## src/rtl/pulse_transmitter_job_scheduler.sv

```systemverilog
// Job scheduler for the pulse transmitter: queues job descriptors and launches them one at a time,
// with a programmable idle gap between jobs and an abort that flushes everything.
module pulse_transmitter_job_scheduler #(
    parameter int DEPTH = 4,
    parameter int GAP_W = 16
) (
    input  logic                     clk,
    input  logic                     rst_n,
    input  logic                     job_valid,
    output logic                     job_ready,
    input  logic [6:0]               job_start_index,
    input  logic [6:0]               job_end_index,
    input  logic [7:0]               job_loop_count,
    input  logic [6:0]               job_loopback_idx,
    input  logic [3:0]               job_id,
    input  logic                     enable,
    input  logic                     abort,
    input  logic [GAP_W-1:0]         gap_cycles,
    output logic [6:0]               tx_start_index,
    output logic [6:0]               tx_end_index,
    output logic [7:0]               tx_loop_count,
    output logic [6:0]               tx_loopback_idx,
    output logic                     tx_run,
    input  logic                     tx_done,
    output logic                     job_done,
    output logic                     job_aborted,
    output logic [3:0]               done_id,
    output logic [$clog2(DEPTH):0]   queue_count,
    output logic                     busy
);

    localparam int PTR_W = $clog2(DEPTH);
    localparam int CNT_W = PTR_W + 1;
    localparam int JOB_W = 33;

    localparam logic [1:0] S_IDLE = 2'd0;
    localparam logic [1:0] S_LOAD = 2'd1;
    localparam logic [1:0] S_RUN  = 2'd2;
    localparam logic [1:0] S_GAP  = 2'd3;

    logic [1:0]       state;
    logic [1:0]       state_d;
    logic [JOB_W-1:0] mem [DEPTH];
    logic [JOB_W-1:0] head;
    logic [PTR_W-1:0] wr_ptr;
    logic [PTR_W-1:0] rd_ptr;
    logic [CNT_W-1:0] count;
    logic [GAP_W-1:0] gap_cnt;
    logic [GAP_W-1:0] gap_load;
    logic [3:0]       cur_id;
    logic             full;
    logic             push;
    logic             pop;
    logic             avail;
    logic             gap_start;

    // Handshake: a job transfers on a clock edge where job_valid && job_ready and abort is low.
    assign full      = (count == CNT_W'(DEPTH));
    assign job_ready = rst_n && !full;
    assign push      = job_valid && !full && !abort;
    assign pop       = (state == S_LOAD) && !abort && (count != '0);
    // A job being pushed this cycle counts as available, so an idle block launches without an extra cycle.
    assign avail     = (count != '0) || push;
    assign gap_load  = (gap_cycles == '0) ? GAP_W'(1) : gap_cycles;
    assign gap_start = (abort && (state != S_IDLE)) || (!abort && (state == S_RUN) && tx_done);
    assign head      = mem[rd_ptr];

    assign tx_run      = (state == S_RUN);
    assign busy        = (state != S_IDLE);
    assign queue_count = count;

    always_comb begin
        state_d = state;
        if (abort) begin
            state_d = (state == S_IDLE) ? S_IDLE : S_GAP;
        end else begin
            case (state)
                S_IDLE: if (enable && avail) state_d = S_LOAD;
                S_LOAD: state_d = S_RUN;
                S_RUN:  if (tx_done) state_d = S_GAP;
                S_GAP: begin
                    if (gap_cnt <= GAP_W'(1)) begin
                        state_d = (enable && avail) ? S_LOAD : S_IDLE;
                    end
                end
                default: state_d = S_IDLE;
            endcase
        end
    end

    always_ff @(posedge clk) begin
        if (push) begin
            mem[wr_ptr] <= {job_start_index, job_end_index, job_loop_count, job_loopback_idx, job_id};
        end
    end

    always_ff @(posedge clk or negedge rst_n) begin
        if (!rst_n) begin
            state           <= S_IDLE;
            wr_ptr          <= '0;
            rd_ptr          <= '0;
            count           <= '0;
            gap_cnt         <= '0;
            cur_id          <= '0;
            tx_start_index  <= '0;
            tx_end_index    <= '0;
            tx_loop_count   <= '0;
            tx_loopback_idx <= '0;
            job_done        <= 1'b0;
            job_aborted     <= 1'b0;
            done_id         <= '0;
        end else begin
            state <= state_d;

            if (abort) begin
                wr_ptr <= '0;
                rd_ptr <= '0;
                count  <= '0;
            end else begin
                if (push) wr_ptr <= wr_ptr + PTR_W'(1);
                if (pop)  rd_ptr <= rd_ptr + PTR_W'(1);
                case ({push, pop})
                    2'b10:   count <= count + CNT_W'(1);
                    2'b01:   count <= count - CNT_W'(1);
                    default: count <= count;
                endcase
            end

            if (pop) begin
                tx_start_index  <= head[32:26];
                tx_end_index    <= head[25:19];
                tx_loop_count   <= head[18:11];
                tx_loopback_idx <= head[10:4];
                cur_id          <= head[3:0];
            end

            if (gap_start) begin
                gap_cnt <= gap_load;
            end else if (state == S_GAP) begin
                gap_cnt <= gap_cnt - GAP_W'(1);
            end

            job_done    <= !abort && (state == S_RUN) && tx_done;
            job_aborted <= abort && (state == S_RUN);
            if (state == S_RUN && (abort || tx_done)) begin
                done_id <= cur_id;
            end
        end
    end

endmodule

```

## config.mk

```make
export PLATFORM = sky130hd
export DESIGN_NAME = pulse_transmitter_job_scheduler
export DESIGN_NICKNAME = d
export VERILOG_FILES = /design/src/rtl/pulse_transmitter_job_scheduler.sv
export SDC_FILE = /design/constraint.sdc
export NUM_CORES = 1
export LEC_CHECK = 0
export BUFFER_PORTS_ARGS = -buffer_cell sky130_fd_sc_hd__buf_4
export CAP_MARGIN = 30
export CORE_MARGIN = 10
export CORE_UTILIZATION = 45
export DETAILED_ROUTE_END_ITERATION = 8
export GPL_ROUTABILITY_DRIVEN = 0
export GPL_TIMING_DRIVEN = 0
export HOLD_SLACK_MARGIN = 0.06
export MAX_ROUTING_LAYER = met4
export PLACE_DENSITY = 0.65
export SLEW_MARGIN = 0
export SYNTH_ARGS = -nofsm -noshare
export SYNTH_HDL_FRONTEND = slang
export SYNTH_SLANG_ARGS = --single-unit
export TNS_END_PERCENT = 5
```

## constraint.sdc

```tcl
create_clock -name clk -period 3 [get_ports clk]
set_clock_uncertainty 0.15 [all_clocks]
set_input_delay 0.45 -clock clk [delete_from_list [all_inputs] [get_ports clk]]
set_output_delay 0.45 -clock clk [all_outputs]
set_load 0.05 [all_outputs]
```

## Word level (Yosys, flattened, before mapping)

Memories as Yosys holds them, arrays and structs flattened. A register that Yosys moved wholly into a read port is not among the register bits.
Index checks and enable logic that the tools add are counted.

- Flip-flop bits (word level): 31
- Bits in writable memories: 132
- Input bits: 55
- Output and inout bits: 41
- Logic and storage cells: 68
- Memories kept: 1

Memory list:

| memory | depth | bits a word | rd ports | clocked after memory_dff | wr ports | RTL line | RTL |
|---|---|---|---|---|---|---|---|
| mem | 4 | 33 | 1 | 1 | 1 | 43 | `logic [JOB_W-1:0] mem [DEPTH];` |

- Add/sub/neg operators: 5
- $lt $le $gt $ge: 1
- Equal/unequal tests: 9
- Mux-type cells: 18
- Reduce and logical (&&, ||, !) cells: 26

Operator list:

| kind | count |
|---|---|
| two-way mux 16 bit | 3 |
| two-way mux 2 bit | 9 |
| <= comparator 16 x 1 -> 1 bit, second input constant | 1 |
| logical NOT 16 bit | 1 |
| subtractor 16 x 1 -> 16 bit, second input constant | 1 |
| logical AND 1 bit | 11 |
| one-hot mux 2 bit (4 select lines) | 1 |
| nonzero test 2 bit | 4 |
| equality test 2 bit, second input constant | 3 |
| != test 3 x 2 -> 1 bit, second input constant | 2 |
| one-hot mux 3 bit (2 select lines) | 1 |
| nonzero test 3 bit | 2 |
| adder 2 x 1 -> 2 bit, second input constant | 2 |
| equality test 2 x 1 -> 1 bit, second input constant | 2 |
| adder 3 x 1 -> 3 bit, second input constant | 1 |
| equality test 3 bit, second input constant | 1 |
| logical NOT 1 bit | 3 |
| logical OR 1 bit | 3 |
| two-way mux 1 bit | 3 |
| two-way mux 3 bit | 1 |
| != test 3 bit, second input constant | 1 |
| AND reduction 3 bit | 1 |
| subtractor 3 x 1 -> 3 bit, second input constant | 1 |
| logical NOT 2 bit | 1 |

## Longest topological paths before layout

- Depth after elaboration: 10
- Depth in mapped cells: 12
- Depth with buffers taken out: 11

## Least setup slack after synthesis

Ideal clock, no wire load.

- Path kind: register -> register
- Start point: register count[0], in the netlist queue_count[0]
- End point: register count[2], in the netlist queue_count[2]
- Setup time: 0.078 ns
- Data arrival time: 2.789 ns
- Data required time: 2.772 ns
- Slack: -0.017 ns
- Stages on the path, launching flop included: 12
- Cell sequence: dfrtp_1 or3_1 nand2_1 nor2_2 buf_2 and2_1 fa_1 nand2b_1 or3_1 a21oi_1 a31oi_1 a21oi_1

- Cells in the longest elaborated chain, start to end: 7
- Elaborated cells between the ends (all ways): 13
- Classes of those cells: 2 x add/sub; 3 x eq/ne; 2 x mux; 6 x reduce/logical

RTL lines:

| what | RTL line | RTL |
|---|---|---|
| from (decl) | 47 | `logic [CNT_W-1:0] count;` |
| from (signal assigned) | 123 | `2'b10: count <= count + CNT_W'(1);` |
| from (signal assigned) | 124 | `2'b01: count <= count - CNT_W'(1);` |
| from (signal assigned) | 125 | `default: count <= count;` |
| equality test 3 bit | 58 | `assign full = (count == CNT_W'(DEPTH));` |
| logical NOT 1 bit | 60 | `assign push = job_valid && !full && !abort;` |
| logical AND 1 bit (2 in series) | 60 |  |
| equality test 2 x 1 -> 1 bit / equality test 2 bit (equally long branches) | 122 | `case ({push, pop})` |
| one-hot mux 3 bit (2 select lines) | 122 |  |
| two-way mux 3 bit | 115 | `if (abort) begin` |

Parallel ways exist; a longest one is shown, timed or not.
A chain may end at the register's enable or synchronous reset.

## Worst setup path after layout

- Start point: register count[2], in the netlist queue_count[2]
- End point: register count[2], in the netlist queue_count[2]

Same word-level chain as after synthesis.

==> flow_summary_export.csv <==
group,metric,value,unit
outcome,outcome,"completed",
die,ios,96,
synth,synthMuxAreaShare,15.3,%
sta,rsz0062_at_grt,"false",
finish,syn2layout_area_growth,26.8,%
route,drt_first_pass_iters,4,
critical_path,cp.buffers_inverters,0,
synth,ys_warn_count,0,
critical_path,critPathMaxFanout,16,
critical_path,worst_path_most_repeated_cell,"a21oi_1",
finish,final_cells,823,
finish,drive_above_1_share,38.0,%
synth,synthAdderAreaFrac,2.02,%
finish,design_area,9890,µm²
synth,synth_cells,435,
clock_tree,clk_pin_slew_worst_paths,80,ps
clock_tree,post_cts_buffers,0,
synth,synth.top_cell.area_share,50.8,%
synth,synth-simple-area-share,4.76,%
clock_tree,htreeDepth,4,
route,num_vias,4214,
global_routing,grt_pass1_wl,25.1,mm
global_routing,grt_pass1_vias,4692,
placed_design,dpl.cell_count,759,
synth,ys_ff_latch,196,
synth,ys_top_cells_by_area,"edfxtp_1, dfrtp_1, mux4_2, mux2_2, ha_1",
sta,tightest_slew,695,ps
sta,report.final.slew_viol_count,0,
synth,async_flop_share,32.7,%
die,core-area,17100,µm²
sta,hold_violations,0,
placed_design,postPlaceCellArea,8880,µm²
route,routed_wl,16.0,mm
route,viasPerCell,5.12,
sta,finalCritPeriodShare,94.6,%
sta,finalSetupViolCount,0,
route,first_iter_violations,199,
critical_path,end_kind,"flip-flop",
critical_path,critPathKind,"flip-flop to flip-flop",
critical_path,crit_path_cell_trace,"or3_4 -> nand2_2 -> nor2_4 -> and2_1 -> fa_1 -> nand2b_1 -> or3_1 -> a21oi_1 -> a31oi_1 -> a21oi_1",
critical_path,critPathMaxStageDelay,450,ps
synth,synth-xor-area-share,2.25,%
job,maxCapViolations,0,
sta,setup_slack,161,ps
clock_tree,tritoncts,"done",
die,rows,48,
route,drtAntennaViolNets,0,
clock_tree,cts_buffers,17,
synth,synth_top_family_by_area,"multiplexers",
synth,synth_ff_type,"edfxtp_1",
clock_tree,clock-root-buffer,"clkbuf_16",
power,power_density,889,nW/µm²
synth,syn_nets,502,
critical_path,cp.arrival,3030,ps
sta,period_minus_slack,2840,ps
finish,fillers,1336,
die,die_area,23000,µm²
power,p_leak,3.69,nW
placed_design,port_buffers,94,
placed_design,post-place-ws,-99.2,ps
finish,postLayoutCoreUtil,57.8,%
sta,max_freq,352,MHz
critical_path,critical-path-top-delay-family,"simple AND/OR/NAND/NOR gates",
die,die_w,152,µm
min_path,hold_path_class,"input pin to flip-flop",
finish,diodes,0,
clock_tree,worstSkewPairLatency,430,ps
die,fp.dieH,152,µm
synth,avgSynthCellArea,17.9,µm²
global_routing,grt_max_degree,66,
synth,synth_compound_area_share,3.01,%
critical_path,critical-path-slowest-cell,"dfrtp_2",
power,ir_drop,780,µV
clock_tree,clock-sinks,196,
critical_path,startpoint_type,"flip-flop",
sta,slew_headroom,53.7,%
synth,syn-cell-area,7800,µm²
route,avgRoutedWirePerCell,19.5,µm
synth,ys_types,44,
global_routing,antenna_found_initial,0,
placed_design,dp_hpwl,10.6,mm
die,initial_core_util,45.6,%
global_routing,overflow,0,
power,finalPower,8.79,mW
synth,synth_edf_count,132,
synth,synth_top_area_cell,"edfxtp_1",
global_routing,grtUsageTotal,14.8,%
route,remaining_drc_errors,0,
critical_path,critical_path_required,3200,ps
clock_tree,clockBufferDepth,2,
synth,seq_area_frac_synth,71.3,%
finish,nets,652,
## sequential cells by signal, summed over array words and instances (netlist names)
signal / count
cur_id: 4
tx_loop_count: 8
state: 2
queue_count: 3
rd_ptr: 2
tx_end_index: 7
job_aborted: 1
wr_ptr: 2
job_done: 1
done_id: 4
gap_cnt: 16
tx_start_index: 7
mem: 132
tx_loopback_idx: 7
## worst register-to-register path, cell delays in order (launching register included)
cell      delay, ps
dfrtp_2         450
or3_4           420
nand2_2         130
nor2_4          120
and2_1          210
fa_1            410
nand2b_1        170
or3_1           310
a21oi_1         140
a31oi_1          60
a21oi_1         170
## repair_timing
item,CTS,global route
hold endpoints to repair,176,3
setup endpoints to repair,1,1
resized for setup,1,2
hold buffers,31,1
## layout by cell type (no fill, tap or decap), types with 3 or more instances in the layout
cell type	count
clkbuf_1	8
clkbuf_16	17
buf_4	94
nor4_1	4
o21ai_1	4
and2_2	4
nor2b_1	3
nor2_1	18
mux2_2	38
xor2_1	10
edfxtp_1	132
dlygate4sd3_1	32
o21ai_2	3
nor3_1	6
xnor2_1	10
buf_12	4
a21oi_1	7
nand2_1	21
buf_2	7
o21ai_0	13
inv_1	7
clkinv_8	8
mux4_2	33
dfrtp_1	62
ha_1	11
## where the power goes
group          total (mW)  switching, mW  internal (mW)
clock                2.41           1.17           1.24
combinational        2.74           1.66           1.07
sequential           3.65          0.303           3.35
## kinds of logic after synthesis
group | count (synthesis)
buf+inv | 24
simple gates | 73
flops | 196
mux | 73
xor+xnor | 20
fa+ha+maj | 12
compound gates | 37
## worst paths after layout
check / startpoint / to / slack [ps] / depth (start not counted)
max reg2reg: queue_count[2] / queue_count[2] / 160 / 10
min in group asynchronous: rst_n / gap_cnt[13] / 430 / 3
max: queue_count[2] / queue_count[2] / 160 / 10
min: job_end_index[0] / mem[3][19] / 70 / 1
max in group asynchronous: rst_n / queue_count[2] / 1960 / 3
min reg2reg: cur_id[0] / done_id[0] / 360 / 1
## metrics by stage
step / hold slack (ps) / setup TNS, ps
finish: 72.2 / 0
global route: 66.5 / 0
CTS: 60.5 / 0
detailed placement: 347 / -99.2
global placement: 336 / -17490
floorplan: 4.41 / 0
## synthesized netlist by cell type (2+ instances only)
cell / n
xor2_1: 10
buf_2: 7
o21ai_1: 4
or3_1: 3
mux4_2: 33
a21oi_1: 7
nand3_1: 2
clkbuf_1: 8
xnor2_1: 10
o21ai_0: 13
nor2_1: 18
nor3_1: 6
ha_1: 11
o21ai_2: 3
mux2i_1: 2
mux2_2: 38
nand4_1: 2
dfrtp_1: 64
inv_1: 7
nor2b_1: 3
and2_1: 6
nand2_1: 22
nor4_1: 4
edfxtp_1: 132
## cell type report
type                       count  area, µm²  area share (%)
multi-input combinational    215       2150            21.7
sequential                   196       5570            56.3
inverter                       7       26.3           0.266
tap                          225        282            2.85
clock buffer                  17        425            4.30
buffer                        16       75.1           0.759
clock inverter                15        231            2.34
timing repair buffer         132       1140            11.5
## layer usage
metal | global-route usage (%) | up-vias | wire length (µm)
met5 | - | - | 0
met4 | 4.19 | 0 | 157
met3 | 4.04 | 11 | 864
met2 | 24.8 | 85 | 8300
met1 | 17.3 | 2152 | 6710
li1 | - | 1966 | -
Power figures use the tool's default switching activity.
